[src/rtl/out_display_pkg.sv]
// Shared constants for the decimal 7-segment output display: digit codes,
// segment patterns, FSM encodings and the digit-to-segment decoder.
package out_display_pkg;

    localparam int unsigned BCD_W = 12;

    localparam logic [1:0] ST_IDLE    = 2'd0;
    localparam logic [1:0] ST_CONVERT = 2'd1;
    localparam logic [1:0] ST_LATCH   = 2'd2;

    localparam logic [3:0] DIG_MINUS = 4'hA;
    localparam logic [3:0] DIG_BLANK = 4'hF;

    // Segment order {g,f,e,d,c,b,a}, active high
    localparam logic [6:0] SEG_0     = 7'b0111111;
    localparam logic [6:0] SEG_1     = 7'b0000110;
    localparam logic [6:0] SEG_2     = 7'b1011011;
    localparam logic [6:0] SEG_3     = 7'b1001111;
    localparam logic [6:0] SEG_4     = 7'b1100110;
    localparam logic [6:0] SEG_5     = 7'b1101101;
    localparam logic [6:0] SEG_6     = 7'b1111101;
    localparam logic [6:0] SEG_7     = 7'b0000111;
    localparam logic [6:0] SEG_8     = 7'b1111111;
    localparam logic [6:0] SEG_9     = 7'b1101111;
    localparam logic [6:0] SEG_MINUS = 7'b1000000;
    localparam logic [6:0] SEG_BLANK = 7'b0000000;

    function automatic logic [6:0] seg_pattern(input logic [3:0] dig);
        case (dig)
            4'd0:      return SEG_0;
            4'd1:      return SEG_1;
            4'd2:      return SEG_2;
            4'd3:      return SEG_3;
            4'd4:      return SEG_4;
            4'd5:      return SEG_5;
            4'd6:      return SEG_6;
            4'd7:      return SEG_7;
            4'd8:      return SEG_8;
            4'd9:      return SEG_9;
            DIG_MINUS: return SEG_MINUS;
            default:   return SEG_BLANK;
        endcase
    endfunction

endpackage

[src/rtl/out_display_bin2bcd.sv]
// Sequential double-dabble converter: DATA_WIDTH shift steps, the first one
// folded into the load cycle, then a one-cycle o_done pulse with o_bcd valid.
module out_display_bin2bcd
    import out_display_pkg::*;
#(
    parameter int unsigned DATA_WIDTH = 8
) (
    input  logic                  i_clk,
    input  logic                  i_reset,
    input  logic                  i_start,
    input  logic [DATA_WIDTH-1:0] i_mag,
    output logic                  o_done,
    output logic [BCD_W-1:0]      o_bcd
);

    localparam int unsigned SR_W  = BCD_W + DATA_WIDTH;
    localparam int unsigned CNT_W = $clog2(DATA_WIDTH + 1);

    logic [SR_W-1:0]  sr_q, sr_d;
    logic [CNT_W-1:0] cnt_q, cnt_d;
    logic             done_q, done_d;

    // One double-dabble step: correct each BCD nibble, then shift left
    function automatic logic [SR_W-1:0] dabble(input logic [SR_W-1:0] sr);
        logic [SR_W-1:0] t;
        t = sr;
        for (int i = 0; i < 3; i++) begin
            if (t[DATA_WIDTH + 4*i +: 4] >= 4'd5) begin
                t[DATA_WIDTH + 4*i +: 4] = t[DATA_WIDTH + 4*i +: 4] + 4'd3;
            end
        end
        return {t[SR_W-2:0], 1'b0};
    endfunction

    always_comb begin
        sr_d   = sr_q;
        cnt_d  = cnt_q;
        done_d = 1'b0;
        if (i_start) begin
            sr_d  = dabble({BCD_W'(0), i_mag});
            cnt_d = CNT_W'(DATA_WIDTH - 1);
        end else if (cnt_q != '0) begin
            sr_d   = dabble(sr_q);
            cnt_d  = cnt_q - CNT_W'(1);
            done_d = (cnt_q == CNT_W'(1));
        end
    end

    always_ff @(posedge i_clk) begin
        if (i_reset) begin
            sr_q   <= '0;
            cnt_q  <= '0;
            done_q <= 1'b0;
        end else begin
            sr_q   <= sr_d;
            cnt_q  <= cnt_d;
            done_q <= done_d;
        end
    end

    assign o_done = done_q;
    assign o_bcd  = sr_q[SR_W-1 -: BCD_W];

endmodule

[src/rtl/out_display.sv]
// Shows the CPU out-register in decimal on a 4-digit multiplexed 7-segment
// display, unsigned or two's complement, with leading-zero blanking.
module out_display
    import out_display_pkg::*;
#(
    parameter int unsigned DATA_WIDTH  = 8,
    parameter int unsigned REFRESH_DIV = 1000
) (
    input  logic                  i_clk,
    input  logic                  i_reset,
    input  logic [DATA_WIDTH-1:0] i_data,
    input  logic                  i_signed,
    output logic [6:0]            o_seg,
    output logic [3:0]            o_an,
    output logic                  o_busy
);

    localparam int unsigned SNAP_W = DATA_WIDTH + 1;
    localparam int unsigned RCNT_W = (REFRESH_DIV > 1) ? $clog2(REFRESH_DIV) : 1;

    logic [1:0]            state_q, state_d;
    logic [SNAP_W-1:0]     snap_q, snap_d;
    logic [3:0][3:0]       shown_q, shown_d;
    logic                  busy_q, busy_d;
    logic [RCNT_W-1:0]     rcnt_q, rcnt_d;
    logic [1:0]            idx_q, idx_d;
    logic [3:0]            an_q, an_d;
    logic [6:0]            seg_q, seg_d;

    logic [SNAP_W-1:0]     live_c;
    logic                  start_c;
    logic                  snap_neg_c;
    logic [DATA_WIDTH-1:0] mag_c;
    logic                  conv_done;
    logic [BCD_W-1:0]      bcd;

    assign live_c     = {i_signed, i_data};
    assign snap_neg_c = snap_q[DATA_WIDTH] & snap_q[DATA_WIDTH-1];

    // Negation mod 2^DATA_WIDTH is exact: the most negative value still fits unsigned
    assign mag_c = (i_signed && i_data[DATA_WIDTH-1]) ? (~i_data + DATA_WIDTH'(1)) : i_data;

    out_display_bin2bcd #(
        .DATA_WIDTH (DATA_WIDTH)
    ) u_bin2bcd (
        .i_clk   (i_clk),
        .i_reset (i_reset),
        .i_start (start_c),
        .i_mag   (mag_c),
        .o_done  (conv_done),
        .o_bcd   (bcd)
    );

    always_comb begin
        state_d = state_q;
        snap_d  = snap_q;
        shown_d = shown_q;
        start_c = 1'b0;

        case (state_q)
            ST_IDLE: begin
                if (live_c != snap_q) begin
                    snap_d  = live_c;
                    start_c = 1'b1;
                    state_d = ST_CONVERT;
                end
            end
            ST_CONVERT: begin
                if (conv_done) begin
                    state_d = ST_LATCH;
                end
            end
            ST_LATCH: begin
                // All four digits change together so the scan never shows a mix
                shown_d[0] = bcd[3:0];
                shown_d[1] = (bcd[11:8] == 4'd0 && bcd[7:4] == 4'd0) ? DIG_BLANK : bcd[7:4];
                shown_d[2] = (bcd[11:8] == 4'd0) ? DIG_BLANK : bcd[11:8];
                shown_d[3] = snap_neg_c ? DIG_MINUS : DIG_BLANK;
                state_d    = ST_IDLE;
            end
            default: state_d = ST_IDLE;
        endcase

        busy_d = (state_d == ST_CONVERT);

        // Free-running digit scan, independent of the conversion FSM
        rcnt_d = rcnt_q + RCNT_W'(1);
        idx_d  = idx_q;
        if (rcnt_q == RCNT_W'(REFRESH_DIV - 1)) begin
            rcnt_d = '0;
            idx_d  = idx_q + 2'd1;
        end
        an_d  = 4'b0001 << idx_q;
        seg_d = seg_pattern(shown_q[idx_q]);
    end

    always_ff @(posedge i_clk) begin
        if (i_reset) begin
            state_q <= ST_IDLE;
            snap_q  <= '0;
            shown_q <= {DIG_BLANK, DIG_BLANK, DIG_BLANK, 4'd0};
            busy_q  <= 1'b0;
            rcnt_q  <= '0;
            idx_q   <= 2'd0;
            an_q    <= 4'b0001;
            seg_q   <= SEG_0;
        end else begin
            state_q <= state_d;
            snap_q  <= snap_d;
            shown_q <= shown_d;
            busy_q  <= busy_d;
            rcnt_q  <= rcnt_d;
            idx_q   <= idx_d;
            an_q    <= an_d;
            seg_q   <= seg_d;
        end
    end

    assign o_seg  = seg_q;
    assign o_an   = an_q;
    assign o_busy = busy_q;

endmodule
[config.mk]
export PLATFORM = sky130hd
export DESIGN_NAME = out_display
export DESIGN_NICKNAME = d
export VERILOG_FILES = /design/src/rtl/out_display_pkg.sv /design/src/rtl/out_display_bin2bcd.sv /design/src/rtl/out_display.sv
export SDC_FILE = /design/constraint.sdc
export NUM_CORES = 1
export LEC_CHECK = 0
export ABC_AREA = 1
export CAP_MARGIN = 40
export CELL_PAD_IN_SITES_DETAIL_PLACEMENT = 1
export CELL_PAD_IN_SITES_GLOBAL_PLACEMENT = 1
export CORE_MARGIN = 2
export CORE_UTILIZATION = 46
export CTS_CLUSTER_DIAMETER = 40
export CTS_CLUSTER_SIZE = 20
export DETAILED_ROUTE_END_ITERATION = 8
export GPL_ROUTABILITY_DRIVEN = 1
export HOLD_SLACK_MARGIN = 0.02
export PLACE_DENSITY_LB_ADDON = 0.3
export SLEW_MARGIN = 20
export SYNTH_ARGS = -nofsm -noshare
export SYNTH_HDL_FRONTEND = slang
export SYNTH_SLANG_ARGS = --single-unit
[constraint.sdc]
create_clock -name i_clk -period 2.6 [get_ports i_clk]
set_clock_uncertainty 0.1 [all_clocks]
set_input_delay 0.52 -clock i_clk [delete_from_list [all_inputs] [get_ports i_clk]]
set_output_delay 0.52 -clock i_clk [all_outputs]
set_load 0.05 [all_outputs]
==> metrics.md <==
| Metric | Value |
|---|---|
| Status | complete, no violations |
| GRT Overall Usage | 23.07% |
| DP Cell Count | 587 |
| Total congestion overflow | 0 |
| Switching pwr | 661.1 uW |
| Yosys warns | 0 |
| Vias in the first global route | approximately 3,300 |
| Starting Density | about 48% |
| CP Cell Sequence | inv_2 -> nor2_1 -> inv_1 -> o21a_1 -> inv_1 -> ha_1 -> inv_1 -> nor2_1 -> o21ai_0 -> nand2_1 |
| Area grow syn2layout | 16.17% |
| Final hold violation count | 0 |
| Slew @ Worst Pin | about 0.54 ns |
| Area leader, netlist | dfxtp_1 |
| IO Port Bufs | 22 |
| RSZ-0062 raised after global routing | false |
| Commonest non-fill, non-tap cell in the layout | nand2_1 |
| Clk sink count | a little over 70 |
| Rows | 31 |
| Via-to-Cell Ratio | around 5.3 |
| DIE WIDTH | between 90 and 100 um |
| DRT met1 WL | ~4300 um |
| Synth Net Count | between 500 and 600 |
| Setup bufs post-CTS | 0 |
| Required time worst endpoint | about 2.8 ns |
| Post-CTS resize count | 0 |
| Worst skew pair latency | approximately 0.35 ns |
| Minimum clock period | between 2 and 2.5 ns |
| Crit end category | flip-flop |
| Initial antenna violation count | 0 |
| Met3 Wirelength | ~200 um |
| Max Fclk | 469.5 MHz |
| DR pass1 iterations | 4 |
| Clock buffer count from CTS | 9 |
| Post-route insts no fill | 603 |
| Syn Area/Cell | between 7 and 8 sq um |
| CTS Buffer Depth | 2 |
| Crit start category | flip-flop |
| Cell chosen for the clock root | clkbuf_8 |
| Post-synth top area share | approximately two fifths |
| Max incr delay on CP | 0.42 ns |
| Fin crit share | between 80% and 90% |
| Clock power frac | 41.3% |
| Unique cell type count in the Yosys netlist | 33 |
| Comb power frac | 11.5% |
| PD cells | approximately 610 mW/mm^2 |
| Hold WC Path Type | reg2reg |
| Max rail drop VDD | between 0.3 and 0.4 mV |
| Area of the mapped netlist | between 0.003 and 0.004 sq mm |
| Crit-path slowest cell | dfxtp_1 |
| Share of layout cells above drive strength 1 | under 10% |
| Routed len/inst | between 10 and 15 um |
| First-pass GRT wire length | ~15,000 um |
| Worst-path clk slew | roughly 0.080 ns |
| Crit Path Class | reg2reg |
| Synth area leaders | dfxtp_1 41%, nand2_1 12%, ha_1 6.5% |
| LEAKAGE | between 1.5 and 2 nW |
| Worst slew margin | a little under two thirds |
| Post-DP HPWL | approximately 6300 um |
| Setup TNS | 0 ns |
| Detailed-route via count | roughly 3,200 |
| # DRC | 0 |
| Flop pwr share | between 40 and 50% |
| Seq/Total Area, Yosys | 41.48% |
| Diode count | 0 |
| #FFs+latches synth | 72 |
| Routed wire length | 8934 um |
| GPL Wtd Cong | between 0.8 and 0.9 |
| CP arrival | ~2.3 ns |
| CTS Hold Bufs | 0 |
| Routed Antenna Nets | 0 |
| Highest routed metal layer | met4 |
| Sw frac | 26.66% |
| CP dominant cell by count | inv_1 |
| Die H | slightly above 90 um |
| Post-Syn Instances | approximately 470 |
| Core area | 0.007292 sq mm |
| Crit-path max FO | 6 |
| DRT iter0 DRCs | 143 |
| Fin nets | ~530 |
| Total of max-cap violations | 0 |
| Pin count of the biggest net entering global routing | 30 |
| CTS tree | done |
| I/O pin count | 23 |
| H-tree depth | 3 |
| Internal | around 1.8 mW |
| Routed wl met2 | about 4400 um |
| Die area | roughly 0.0083 sq mm |
| Most frequent cells in the layout | 109 x nand2_1, 72 x dfxtp_1, 46 x inv_1 |
| Max Slew Vio Count | 0 |
| Final setup vio count | 0 |
[logic make-up after synthesis]
| logic type | Yosys count | synth area share (%) |
|---|---|---|
| and+or+nand+nor | 210 | 25.96 |
| AOI/OAI and AO/OA | 94 | 15.02 |
| DFF | 72 | 41.48 |
| buffers and inverters | 64 | 7.526 |
| adders and majority gates | 18 | 6.482 |
| xor gates and xnor gates | 14 | 3.529 |
[cells in the mapped netlist (all sizes together)]
library cell	count
nand2	110
dfxtp	72
inv	49
a21oi	45
nand3	42
nor2	39
o21ai	30
ha	18
o22ai	10
clkbuf	9
xor2	9
buf	6
nor3	6
nand4	5
or2	5
xnor2	5
a31oi	3
nor4	2
o21a	2
o21bai	2
a211o	1
nor3b	1
o211ai	1
[flip-flops by register name, summed over array words and instances, names as in the netlist]
signal and flops:
o_an 4, rcnt_q 10, state_q 2, u_bin2bcd.o_done 1, u_bin2bcd.cnt_q 4, idx_q 2, o_seg 7, snap_q 9
u_bin2bcd.sr_q 19, o_busy 1, shown_q 13
[final timing paths]
path,start,to,slack (ns),depth (start not counted)
hold / removal,rcnt_q[0],rcnt_q[0],0.35,1
setup / recovery,idx_q[1],o_seg[3],0.47,10
setup reg to reg,idx_q[1],o_seg[3],0.47,10
hold reg to reg,rcnt_q[0],rcnt_q[0],0.35,1
[power by group through the flow]
stage / sequential, mW / clock [mW] / combinational [mW]
after detailed placement: 1.20 / 0 / 0.283
final: 1.17 / 1.02 / 0.286
after global routing: 1.18 / 1.08 / 0.327
after floorplan: 1.19 / 0 / 0.198
after CTS: 1.17 / 1.04 / 0.287
after global placement: 1.19 / 0 / 0.274
[worst max-delay path: cells and delay by family, from the launching register on]
family | cells | cell delay, ns
flops | 1 | 0.42
buf+inv | 4 | 0.48
fa+ha+maj | 1 | 0.26
compound gates | 2 | 0.43
simple gates | 3 | 0.32
[layout make-up]
type | count | area, sq um
Clock buffer | 10 | 137.6
Clock inverter | 6 | 90.09
Fill cell | 967 | 3256
Inverter | 49 | 183.9
Multi-Input combinational cell | 336 | 1772
Sequential cell | 72 | 1441
Tap cell | 99 | 123.9
Timing Repair Buffer | 31 | 287.8
[stage by stage]
stage / power, mW / area [sq um] / hold WS [ns] / utilization, % / setup slack [ns]
2_1_floorplan: 1.392 / 3475 / 0.3161 / - / 0.8391
3_3_place_gp: 1.467 / 3809 / 0.3293 / 52.23 / 0.2697
3_5_place_dp: 1.480 / 3809 / 0.3394 / 52.23 / 0.2054
4_1_cts: 2.500 / 4036 / 0.3515 / 55.35 / 0.4490
5_1_grt: 2.585 / 4036 / 0.3772 / 55.35 / 0.3263
6_report: 2.480 / 4036 / 0.3452 / 55.35 / 0.4701
[layer usage]
metal  GRT usage (%)  up-vias
met4           5.682        0
met3           5.092        7
li1                -     1603
met2           39.93       31
met5               0        -
met1           29.23     1558
Power figures use the tool's default switching activity.
